===== config.mk =====
export PLATFORM = sky130hd
export DESIGN_NAME = mc_commutation_ctrl
export DESIGN_NICKNAME = d
export VERILOG_FILES = /design/src/rtl/mc_pkg.sv /design/src/rtl/mc_commutation_ch.sv /design/src/rtl/mc_commutation_ctrl.sv
export SDC_FILE = /design/constraint.sdc
export NUM_CORES = 1
export LEC_CHECK = 0
export CORE_MARGIN = 1.5
export CORE_UTILIZATION = 60
export DETAILED_ROUTE_END_ITERATION = 10
export DONT_BUFFER_PORTS = 1
export PLACE_DENSITY = 0.81
export SYNTH_ARGS = -nofsm -noshare
export SYNTH_HDL_FRONTEND = slang
export SYNTH_SLANG_ARGS = --single-unit

===== constraint.sdc =====
create_clock -name clk -period 3.9 [get_ports clk]
set_clock_uncertainty 0.15 [all_clocks]
set_input_delay 0.78 -clock clk [delete_from_list [all_inputs] [get_ports clk]]
set_output_delay 0.78 -clock clk [all_outputs]
set_load 0.005 [all_outputs]

===== src/rtl/mc_pkg.sv =====
// Shared types and helpers for the matrix-converter commutation controller.
// Gate bit layout: gate[phase*2*num_in + 2*switch + polarity], polarity 0 = positive device.
package mc_pkg;

  typedef enum logic [2:0] {
    CH_OPEN,
    CH_ON,
    CH_S1,
    CH_S2,
    CH_S3,
    CH_S4
  } ch_state_e;

  localparam logic POL_P = 1'b0;
  localparam logic POL_N = 1'b1;

  function automatic int gate_idx(input int phase, input int sw, input logic neg,
                                  input int num_in);
    return phase * 2 * num_in + 2 * sw + (neg ? 1 : 0);
  endfunction

  // The select field must be wide enough to address every input switch.
  function automatic bit sel_w_ok(input int num_in, input int sel_w);
    return (num_in >= 1) && (sel_w >= 1) && (sel_w < 31) && (num_in <= (1 << sel_w));
  endfunction

endpackage


===== src/rtl/mc_commutation_ch.sv =====
// One output phase: four-step, current-direction-aware commutation between input switches.
// Gates are registered from the next state so they change on the same edge as the FSM.
module mc_commutation_ch
  import mc_pkg::*;
#(
  parameter int NUM_IN   = 3,
  parameter int SEL_W    = 2,
  parameter int STEP_CYC = 200
) (
  input  logic                clk,
  input  logic                rst,
  input  logic                kill,
  input  logic                enable,
  input  logic [SEL_W-1:0]    sel,
  input  logic                dir,
  output logic [2*NUM_IN-1:0] gate,
  output logic                busy,
  output logic                bad_sel
);

  localparam int CNT_W = (STEP_CYC > 1) ? $clog2(STEP_CYC) : 1;
  localparam logic [CNT_W-1:0] CNT_LAST = CNT_W'(STEP_CYC - 1);

  ch_state_e           state_q, state_d;
  logic [SEL_W-1:0]    cur_q, cur_d;
  logic [SEL_W-1:0]    nxt_q, nxt_d;
  logic                dir_q, dir_d;
  logic [CNT_W-1:0]    cnt_q, cnt_d;
  logic [2*NUM_IN-1:0] gate_d;
  logic                sel_ok;
  logic                step_done;

  assign sel_ok    = (int'(sel) < NUM_IN);
  assign bad_sel   = ~sel_ok;
  assign step_done = (cnt_q == CNT_LAST);
  assign busy      = (state_q inside {CH_S1, CH_S2, CH_S3, CH_S4});

  // NOTE: every variable driven here gets a default first, so no path can infer a latch.
  always_comb begin
    state_d = state_q;
    cur_d   = cur_q;
    nxt_d   = nxt_q;
    dir_d   = dir_q;
    cnt_d   = cnt_q;
    unique case (state_q)
      CH_OPEN: begin
        if (enable && sel_ok) begin
          state_d = CH_ON;
          cur_d   = sel;
        end
      end
      CH_ON: begin
        if (sel_ok && (sel != cur_q)) begin
          state_d = CH_S1;
          nxt_d   = sel;
          dir_d   = dir;
          cnt_d   = '0;
        end
      end
      CH_S1, CH_S2, CH_S3, CH_S4: begin
        if (step_done) begin
          cnt_d = '0;
          unique case (state_q)
            CH_S1:   state_d = CH_S2;
            CH_S2:   state_d = CH_S3;
            CH_S3:   state_d = CH_S4;
            default: begin
              state_d = CH_ON;
              cur_d   = nxt_q;
            end
          endcase
        end else begin
          cnt_d = cnt_q + CNT_W'(1);
        end
      end
      default: state_d = CH_OPEN;
    endcase
    if (kill) begin
      state_d = CH_OPEN;
      cnt_d   = '0;
    end
  end

  // Conducting device c follows the latched current sign; n is the other device of the pair.
  always_comb begin
    logic is_cur;
    logic is_nxt;
    logic on_c;
    logic on_n;
    gate_d = '0;
    for (int i = 0; i < NUM_IN; i++) begin
      is_cur = (int'(cur_d) == i);
      is_nxt = (int'(nxt_d) == i);
      on_c   = 1'b0;
      on_n   = 1'b0;
      unique case (state_d)
        CH_ON: begin
          on_c = is_cur;
          on_n = is_cur;
        end
        CH_S1: on_c = is_cur;
        CH_S2: on_c = is_cur | is_nxt;
        CH_S3: on_c = is_nxt;
        CH_S4: begin
          on_c = is_nxt;
          on_n = is_nxt;
        end
        default: ;
      endcase
      gate_d[gate_idx(0, i, POL_P, NUM_IN)] = dir_d ? on_c : on_n;
      gate_d[gate_idx(0, i, POL_N, NUM_IN)] = dir_d ? on_n : on_c;
    end
  end

  // NOTE: sequential state uses non-blocking assignments so all flops update together.
  always_ff @(posedge clk) begin
    if (rst) begin
      state_q <= CH_OPEN;
      cur_q   <= '0;
      nxt_q   <= '0;
      dir_q   <= 1'b0;
      cnt_q   <= '0;
      gate    <= '0;
    end else begin
      state_q <= state_d;
      cur_q   <= cur_d;
      nxt_q   <= nxt_d;
      dir_q   <= dir_d;
      cnt_q   <= cnt_d;
      gate    <= gate_d;
    end
  end

endmodule


===== src/rtl/mc_commutation_ctrl.sv =====
// Matrix-converter switch controller: per-phase commutation channels, latched clamp fault,
// command-error flag and a prescaled periodic control-loop interrupt.
module mc_commutation_ctrl
  import mc_pkg::*;
#(
  parameter int NUM_IN   = 3,
  parameter int NUM_OUT  = 3,
  parameter int SEL_W    = 2,
  parameter int STEP_CYC = 200,
  parameter int PRESCALE = 200,
  parameter int INT_W    = 16
) (
  input  logic                        clk,
  input  logic                        rst,
  input  logic [NUM_OUT*SEL_W-1:0]    sel,
  input  logic [NUM_OUT-1:0]          dir,
  input  logic                        clamp_in,
  input  logic                        fault_clr,
  input  logic [INT_W-1:0]            int_limit,
  output logic [NUM_OUT*2*NUM_IN-1:0] gate,
  output logic [NUM_OUT-1:0]          busy,
  output logic                        fault,
  output logic                        cmd_err,
  output logic                        interrupt
);

  localparam int PRE_W = (PRESCALE > 1) ? $clog2(PRESCALE) : 1;
  localparam logic [PRE_W-1:0] PRE_LAST = PRE_W'(PRESCALE - 1);

  if (!sel_w_ok(NUM_IN, SEL_W)) begin : g_bad_cfg
    $error("mc_commutation_ctrl: SEL_W too narrow for NUM_IN");
  end

  logic [NUM_OUT*2*NUM_IN-1:0] ch_gate;
  logic [NUM_OUT-1:0]          bad_sel;
  logic                        run_en;
  logic [PRE_W-1:0]            pre_q;
  logic [INT_W-1:0]            int_cnt_q;
  logic                        tick;
  logic                        wrap;

  assign run_en = ~fault;

  for (genvar o = 0; o < NUM_OUT; o++) begin : g_ch
    mc_commutation_ch #(
      .NUM_IN  (NUM_IN),
      .SEL_W   (SEL_W),
      .STEP_CYC(STEP_CYC)
    ) u_ch (
      .clk    (clk),
      .rst    (rst),
      .kill   (clamp_in),
      .enable (run_en),
      .sel    (sel[o*SEL_W +: SEL_W]),
      .dir    (dir[o]),
      .gate   (ch_gate[gate_idx(o, 0, POL_P, NUM_IN) +: 2*NUM_IN]),
      .busy   (busy[o]),
      .bad_sel(bad_sel[o])
    );
  end

  // Channels already open on clamp; the mask keeps every gate low for as long as fault is latched.
  assign gate = fault ? '0 : ch_gate;

  always_ff @(posedge clk) begin
    if (rst) begin
      fault   <= 1'b0;
      cmd_err <= 1'b0;
    end else begin
      cmd_err <= |bad_sel;
      if (clamp_in) begin
        fault <= 1'b1;
      end else if (fault_clr) begin
        fault <= 1'b0;
      end
    end
  end

  // A lowered int_limit below the running count wraps at the next tick.
  assign tick = (pre_q == PRE_LAST);
  assign wrap = (int_limit != '0) && (int_cnt_q >= (int_limit - INT_W'(1)));

  always_ff @(posedge clk) begin
    if (rst) begin
      pre_q     <= '0;
      int_cnt_q <= '0;
      interrupt <= 1'b0;
    end else begin
      pre_q     <= tick ? '0 : pre_q + PRE_W'(1);
      interrupt <= tick & wrap;
      if (tick) begin
        if ((int_limit == '0) || wrap) begin
          int_cnt_q <= '0;
        end else begin
          int_cnt_q <= int_cnt_q + INT_W'(1);
        end
      end
    end
  end

endmodule


After elaboration in Yosys (flattened, before gate mapping)
Cells that the tools add are included.
W data, S select, Z words.
{"block": "word_totals", "wordCells": 234, "input_bits": 29, "regBits": 93, "output_inout_bits": 24}
{"block": "classes", "reduce_logical": 44, "order_cmp": 4, "bitwise": 14, "add_sub_neg": 6, "eq_ne": 52, "mux": 91}
{"op": "$pmux W3 S3", "n": 6}
{"op": "$mux W8", "n": 6}
{"op": "$pmux W8 S2", "n": 3}
{"op": "$eq A3 B2 Y1 const B", "n": 12}
{"op": "$eq A3 B3 Y1 const B", "n": 12}
{"op": "$mux W3", "n": 12}
{"op": "$add A8 B1 Y8 const B", "n": 4}
{"op": "$eq A8 B8 Y1 const B", "n": 4}
{"op": "$mux W2", "n": 15}
{"op": "$pmux W1 S3", "n": 9}
{"op": "$mux W1", "n": 26}
{"op": "$eq A2 B2 Y1 const B", "n": 12}
{"op": "$eq A3 B1 Y1 const B", "n": 6}
{"op": "$mux W18", "n": 1}
{"op": "$pmux W1 S2", "n": 9}
{"op": "$add A16 B1 Y16 const B", "n": 1}
{"op": "$ge A16 B16 Y1", "n": 1}
{"op": "$logic_not A16 Y1", "n": 1}
{"op": "$mux W16", "n": 1}
{"op": "$reduce_bool A16 Y1", "n": 1}
{"op": "$reduce_or A2 Y1", "n": 8}
{"op": "$sub A16 B1 Y16 const B", "n": 1}
{"op": "$logic_not A2 Y1", "n": 6}
{"op": "$pmux W2 S2", "n": 3}
{"op": "14 further kinds", "n": 51}

Logic depth before layout (Yosys ltp)
Gate-level depths: netlist (run 1).
{"block": "logic_depth", "depth_word": 9, "depth_mapped": 13, "ltp_nobuf": 12}

Modules after synthesis
Synthesis (run 1) repeated with hierarchy kept, for this count alone.
{"block": "unflattened", "cells_unflattened": 747, "hier_area_um2": 6492.5}
{"mod": "mc_commutation_ch", "cells_each": 174, "instances": 3, "seq_area_each_um2": 440.4, "area_each_um2": 1495.2}
{"mod": "mc_commutation_ctrl", "cells_each": 225, "instances": 1, "seq_area_each_um2": 540.5, "area_each_um2": 2006.9}

Least setup slack after synthesis (run 1)
No wires, ideal clock.
{"block": "synth_path", "path_type": "input -> register", "startpoint": "in int_limit[4]", "endpoint": "reg int_cnt_q[10]", "required_ns": 3.633, "path_stages": 13, "setup_time_ns": 0.117, "n_path_buf": 1, "arrival_time_ns": 3.176, "path_slack_ns": 0.457, "cell_sequence": "nor4_1 -> nand2b_1 -> nor3_2 -> nand2_1 -> xor2_1 -> ha_1 -> a21o_1 -> a21o_1 -> a21oi_1 -> o2111a_1 -> nor3_1 -> buf_2 -> nor2_1"}
{"block": "synth_between", "elab_chain_cells": 5, "word_cells_on_any_way": 7, "classes_between": "add/sub: 1; order compare: 1; mux: 1; reduce/logical: 4"}
{"item": "start: declaration", "line": "mc_commutation_ctrl.sv:19", "rtl": "input logic [INT_W-1:0] int_limit,"}
{"item": "$sub A16 B1 Y16", "line": "mc_commutation_ctrl.sv:81", "rtl": "assign wrap = (int_limit != '0) && (int_cnt_q >= (int_limit - INT_W'(1)));"}
{"item": "$ge A16 B16 Y1", "line": "mc_commutation_ctrl.sv:81"}
{"item": "$logic_and A1 B1 Y1", "line": "mc_commutation_ctrl.sv:81"}
{"item": "$logic_or A1 B1 Y1 (*)", "line": "mc_commutation_ctrl.sv:92", "rtl": "if ((int_limit == '0) || wrap) begin"}
{"item": "$mux W16 (*)", "line": "mc_commutation_ctrl.sv:92"}
{"item": "end signal: assignment", "line": "mc_commutation_ctrl.sv:95", "rtl": "int_cnt_q <= int_cnt_q + INT_W'(1);"}
{"item": "end: declaration", "line": "mc_commutation_ctrl.sv:38", "rtl": "logic [INT_W-1:0] int_cnt_q;"}
Mark *: on every way between the ends. The rest lies on a longest branch, timed or not.
A chain may end at the register's enable or synchronous reset.

Worst setup path after layout (run 1)
{"block": "layout_path", "startpoint": "in int_limit[4]", "endpoint": "reg int_cnt_q[15]"}
The elaborated chain is that of the path after synthesis.

==> results by group, run 1 <==
Global route
  • Total congestion overflow: 0
  • Largest net degree at the start of global routing: 47
  • Vias in the first global route: 5162
  • Initial antenna violation count: 0
  • GRT Total Usage: 26.5%
  • First-pass GRT wire length: 23900 um

Synth
  • Share of flip-flops with an asynchronous set or reset: 0%
  • Top_reg_cell synth: dfxtp_1
  • Post-Syn Area: 0.00613 mm^2
  • Post-synth EDFFs: 0
  • Synth warn: 0
  • Average size of a mapped cell: 8.27 um^2
  • Net count after synthesis: 794
  • Synth cell types: 85
  • FF+latch count, synth: 93
  • Register area share after synthesis: 30.4%
  • Synth Instances: 742

Drt
  • Routed via count: 5535
  • DRC violations left: 0
  • DR WL/cell: 16.8 um
  • Antenna viol nets, final: 0
  • Initial DRC count: 475
  • Pre-antenna DRT Iters: 5
  • DR vias/cell: 6.43
  • Final wirelength: 14400 um

Hold path
  • Worst Hold End: pre_q[0]
  • Hold Crit Depth: 1
  • Min-delay src: pre_q[0]
  • Worst hold-check path type: reg -> reg

Floorplan
  • Die area: 0.0108 mm^2
  • Die width: 104 um
  • I/O pins: 53
  • Initial Util: 62.2%
  • Core box area: 0.00986 mm^2
  • Cell row count: 36
  • Die Ht: 104 um

Final layout
  • Core Util, Final: 64.1%
  • Commonest non-fill, non-tap cell in the layout: dfxtp_1
  • NumNets Final: 775
  • Final non-filler cell total: 861
  • Layout cells sized above 1: 7.01%
  • Synthesis-to-finish area growth: 3.16%
  • # diodes: 0
  • Most frequent cells in the layout: dfxtp_1, nor2_1, nand2_1

Pwr
  • Leakage power: 2.33 nW
  • Total power: 0.00187 W
  • Net Sw Power: 0.000549 W
  • Int Pwr: 0.00132 W
  • Part of the power in registers: 53.7%
  • Clock power share: 33.6%
  • Switching Fraction: 29.4%
  • Pwr Density: 295 mW/mm^2
  • Logic gate share of total power: 12.7%
  • VDD IR max: 0.156 mV

Clock network
  • CTS Buffer Depth: 2
  • Post-CTS resize count: 0
  • CTS tree: built
  • Clock Latency Late Sink: 380 ps
  • Clock transition at path regs: 100 ps
  • Setup Buffers After CTS: 0
  • TritonCTS Buffers: 9
  • H-tree depth reported by CTS: 3
  • Hold_buf cts: 0
  • Clock Sinks: 93
  • Clk Tree Root Cell: clkbuf_8

Critical path
  • Worst r2r path cells: 7
  • Worst r2r src: g_ch[1].u_ch.cnt_q[1]
  • FF-to-FF End: g_ch[1].u_ch.gate[1]
  • CP max FO: 15
  • Setup crit end kind: flip-flop
  • CP Class: in -> reg
  • Critical Path AT: 3340 ps
  • Reg2reg setup slack: 1160 ps
  • Worst EP required: 4070 ps
  • Startpoint types: input port

Timing
  • Count of final setup violators: 0
  • Setup_tns: 0 ps
  • RSZ-0062 raised after global routing: no
  • Hold WS: 303 ps
  • Post-layout min period: 3170 ps
  • Slew HR: 34.0%
  • Final slew viol count: 0
  • Hold Vio Cnt, Final: 0
  • Worst-margin pin slew: 981 ps
  • FMAX: 0.315 GHz
  • Final Cycle Share: 81.4%

Placement
  • Placed Cells: 845
  • DP HPWL: 10700 um
  • PortBufs: 0
  • RD Place Congestion: 0.868

Run status
  • Status: complete, no violations

Run
  • Max-Cap Viols: 0
[worst max path at each step]
stage / to / from / slack [ps] / depth (start not counted)
after CTS: int_cnt_q[15] / int_limit[4] / 730 / 13
after detailed placement: int_cnt_q[10] / int_limit[4] / 330 / 13
after global routing: int_cnt_q[8] / int_limit[4] / 470 / 13
after floorplan: int_cnt_q[10] / int_limit[4] / 460 / 13
final: int_cnt_q[15] / int_limit[4] / 730 / 13
after global placement: int_cnt_q[10] / int_limit[4] / 430 / 13
[power groups by stage]
stage               Sequential (W)  Combinational [W]  Clock [W]
floorplan                  0.00101           0.000210          0
global placement           0.00102           0.000222          0
detailed placement         0.00102           0.000231          0
CTS                        0.00100           0.000232   0.000636
global route               0.00101           0.000259   0.000674
finish                     0.00100           0.000236   0.000627
[cell type report]
| cell class | instances | area [um^2] |
|---|---|---|
| Sequential cell | 93 | 1860 |
| Fill cell | 841 | 3540 |
| Multi-Input combinational cell | 590 | 3990 |
| Clock inverter | 7 | 66.3 |
| Tap cell | 133 | 166 |
| Clock buffer | 9 | 124 |
| Inverter | 26 | 97.6 |
| Timing Repair Buffer | 3 | 22.5 |
[per-stage QoR]
stage,setup WS [ps],cell area [um^2]
after floorplan,457,6130
after global placement,425,6140
after detailed placement,327,6140
after CTS,730,6330
after global routing,470,6330
final,726,6330
[layer usage]
metal / up-vias / part of all wire [%] / GRT usage [%]
met2: 191 / 49 / 46.2
li1: 2694 / - / -
met1: 2617 / 43 / 32.4
met4: 0 / 2.6 / 11.4
met3: 33 / 5.4 / 3.88
met5: - / 0 / 0
[cells by family after synthesis]
logic type	share of synthesized area, %
muxes	2.00
xor gates and xnor gates	7.28
AOI/OAI and AO/OA	19.0
DFF	30.4
and+or+nand+nor	32.1
buffers and inverters	4.61
adders and majority gates	4.69
[synth_stat cells, types with 6 or more instances]
master    instances  area [um^2]
nand2_1          61          229
a21o_1            7         52.6
o21ai_0          15         75.1
and3_1            7         43.8
nand2b_1         13         81.3
a211oi_1          6         45.0
a31oi_1           6         37.5
nor2_1           85          319
nand4_1          21          131
nand3_1          38          190
buf_2            15         75.1
buf_4             6         45.0
or3_1             9         56.3
a21oi_1          30          150
nor3_1           18         90.1
o32ai_1          11         96.3
o211ai_1          6         45.0
nor2b_1          33          206
clkbuf_1          9         33.8
ha_1             23          288
xor2_1           23          201
mux2i_1          10          100
dfxtp_1          93         1860
nor4_1           18          113
xnor2_1          28          245
inv_1            25         93.8
[flip-flops by register name, summed over array words and instances (netlist names), 3 cells and up]
register,cells
g_ch.u_ch.cur_q,6
g_ch.u_ch.gate,18
int_cnt_q,16
g_ch.u_ch.dir_q,3
g_ch.u_ch.nxt_q,6
g_ch.u_ch.cnt_q,24
pre_q,8
g_ch.u_ch.state_q,9
[critical path, cell delays in order]
cell and delay [ps]:
nor4_1 350, nand2b_1 200, nor3_2 320, nand2_1 110
xor2_1 160, ha_1 300, a21o_1 190, a21o_1 170
a21oi_1 180, o2111a_1 230, nor3_1 50, buf_4 200
nor2_1 110
No activity file was read; power rests on OpenSTA's default activity.
==> run 2, diff against run 1 <==
==> constraint.sdc (replaced) <==
create_clock -name clk -period 3.26 [get_ports clk]
set_clock_uncertainty 0.15 [all_clocks]
set_input_delay 0.652 -clock clk [delete_from_list [all_inputs] [get_ports clk]]
set_output_delay 0.652 -clock clk [all_outputs]
set_load 0.005 [all_outputs]
==> results by group, run 2 (synthesized netlist as in run 1, its figures left out) <==
Run status
  • Status: complete, no violations

Final layout
  • Commonest non-fill, non-tap cell in the layout: dfxtp_1
  • Final non-filler cell total: 868
  • Synthesis-to-finish area growth: 4.30%
  • Largest Register: g_ch.u_ch.cnt_q
  • # diodes: 0
  • Most frequent cells in the layout: dfxtp_1, nor2_1, nand2_1
  • FILL cells: 786
  • Layout cells sized above 1: 8.16%
  • Flip-flop count of the largest register after layout: 24
  • Top flop regs: g_ch.u_ch.cnt_q x24, g_ch.u_ch.gate x18, int_cnt_q x16
  • NumNets Final: 782

Critical path
  • CP Class: in -> reg
  • Worst r2r src: g_ch[1].u_ch.cnt_q[1]
  • CP max FO: 15
  • Reg2reg setup slack: 570 ps
  • CP endpoint: int_cnt_q[13]
  • Setup crit end kind: flip-flop
  • Startpoint types: input port
  • FF-to-FF End: g_ch[1].u_ch.gate[0]
  • Critical Path AT: 3120 ps
  • Worst EP required: 3360 ps
  • Worst r2r path cells: 7
  • Crit. Startpoint: int_limit[4]

Timing
  • Setup_tns: 0 ps
  • Final slew viol count: 0
  • Hold Vio Cnt, Final: 0
  • FMAX: 0.331 GHz
  • RSZ-0062 raised after global routing: no
  • Post-layout min period: 3020 ps
  • Count of final setup violators: 0
  • Final worst setup slack: 239 ps
  • Worst-margin pin slew: 802 ps
  • Slew HR: 46.5%
  • Hold WS: 191 ps
  • Final Cycle Share: 92.7%

Drt
  • Initial DRC count: 413
  • Final wirelength: 14500 um
  • DR vias/cell: 6.48
  • Antenna viol nets, final: 0
  • Routed via count: 5621
  • Pre-antenna DRT Iters: 5
  • DR WL/cell: 16.7 um
  • DRC violations left: 0

Floorplan
  • Cell row count: 36
  • I/O pins: 53
  • Die Ht: 104 um
  • Die width: 104 um
  • Die area: 0.0108 mm^2
  • Initial Util: 62.2%
  • Core box area: 0.00986 mm^2

Clock network
  • CTS tree: built
  • Clock Sinks: 93
  • Clk Tree Root Cell: clkbuf_8
  • Clock Latency Late Sink: 380 ps
  • TritonCTS Buffers: 9
  • H-tree depth reported by CTS: 3
  • Clock transition at path regs: 100 ps
  • CTS Buffer Depth: 2

Global route
  • Vias in the first global route: 5294
  • Initial antenna violation count: 0
  • Largest net degree at the start of global routing: 47
  • GRT Total Usage: 26.8%
  • Total congestion overflow: 0
  • First-pass GRT wire length: 24200 um

Pwr
  • Total power: 0.00223 W
  • Pwr Density: 349 mW/mm^2
  • VDD IR max: 0.166 mV
  • Leakage power: 2.38 nW

Placement
  • PortBufs: 0
  • DP HPWL: 10800 um
  • Place WS: -334 ps
  • RD Place Congestion: 0.888
  • Placed Cells: 852

Run
  • Max-Cap Viols: 0

Hold path
  • Worst hold-check path type: in -> reg
run 2: worst min path at each step:
stage / depth (start not counted) / start / slack, ps / to
final: 1 / rst / 190 / g_ch[2].u_ch.nxt_q[1]
after floorplan: 1 / pre_q[0] / 260 / pre_q[0]
after global placement: 1 / pre_q[0] / 270 / pre_q[0]
after detailed placement: 1 / pre_q[0] / 280 / pre_q[0]
after CTS: 1 / rst / 170 / g_ch[2].u_ch.cur_q[1]
after global routing: 1 / rst / 180 / g_ch[2].u_ch.cur_q[1]
run 2: area by class of cell:
| class | instances | area, um^2 | share of cell area [%] |
|---|---|---|---|
| Clock buffer | 9 | 124 | 1.94 |
| Clock inverter | 7 | 65.1 | 1.02 |
| Inverter | 26 | 97.6 | 1.53 |
| Multi-Input combinational cell | 590 | 4010 | 62.6 |
| Sequential cell | 93 | 1860 | 29.1 |
| Tap cell | 133 | 166 | 2.60 |
| Timing Repair Buffer | 10 | 75.1 | 1.17 |
run 2: where the power goes:
part | leakage [nW] | switching [W] | internal [W] | total [W]
clock network | 0.0943 | 0.000455 | 0.000296 | 0.000751
logic | 1.53 | 0.000166 | 0.000122 | 0.000288
registers | 0.753 | 0.0000323 | 0.00116 | 0.00120
run 2: repair_timing:
item	CTS	global route
setup endpoints to repair	0	15
resized for setup	0	1
hold buffers	0	0
setup buffers	0	0
endpoints found under the hold margin	0	0
run 2: metal layers:
metal  vias to the layer above  GRT usage (%)  share of wire, %
li1                       2706              -                 -
met1                      2615           31.8                41
met2                       251           46.0                49
met3                        49           4.57               6.7
met4                         0           14.8               3.6
met5                         -              0                 0
run 2: worst max-delay path, cell delays in order:
cell,delay (ps)
nor4_1,370
nand2b_1,190
buf_4,180
nor3_1,270
xnor2_1,170
ha_1,170
a21o_1,100
a21o_1,120
a21oi_1,90
o2111a_1,190
nor3_4,510
nor2_1,110
run 2: metrics by stage:
stage          util, %  area, um^2
5_1_grt           64.9        6400
3_5_place_dp      62.8        6190
4_1_cts           64.7        6380
6_report          64.9        6400
3_3_place_gp      62.8        6190
2_1_floorplan        -        6140
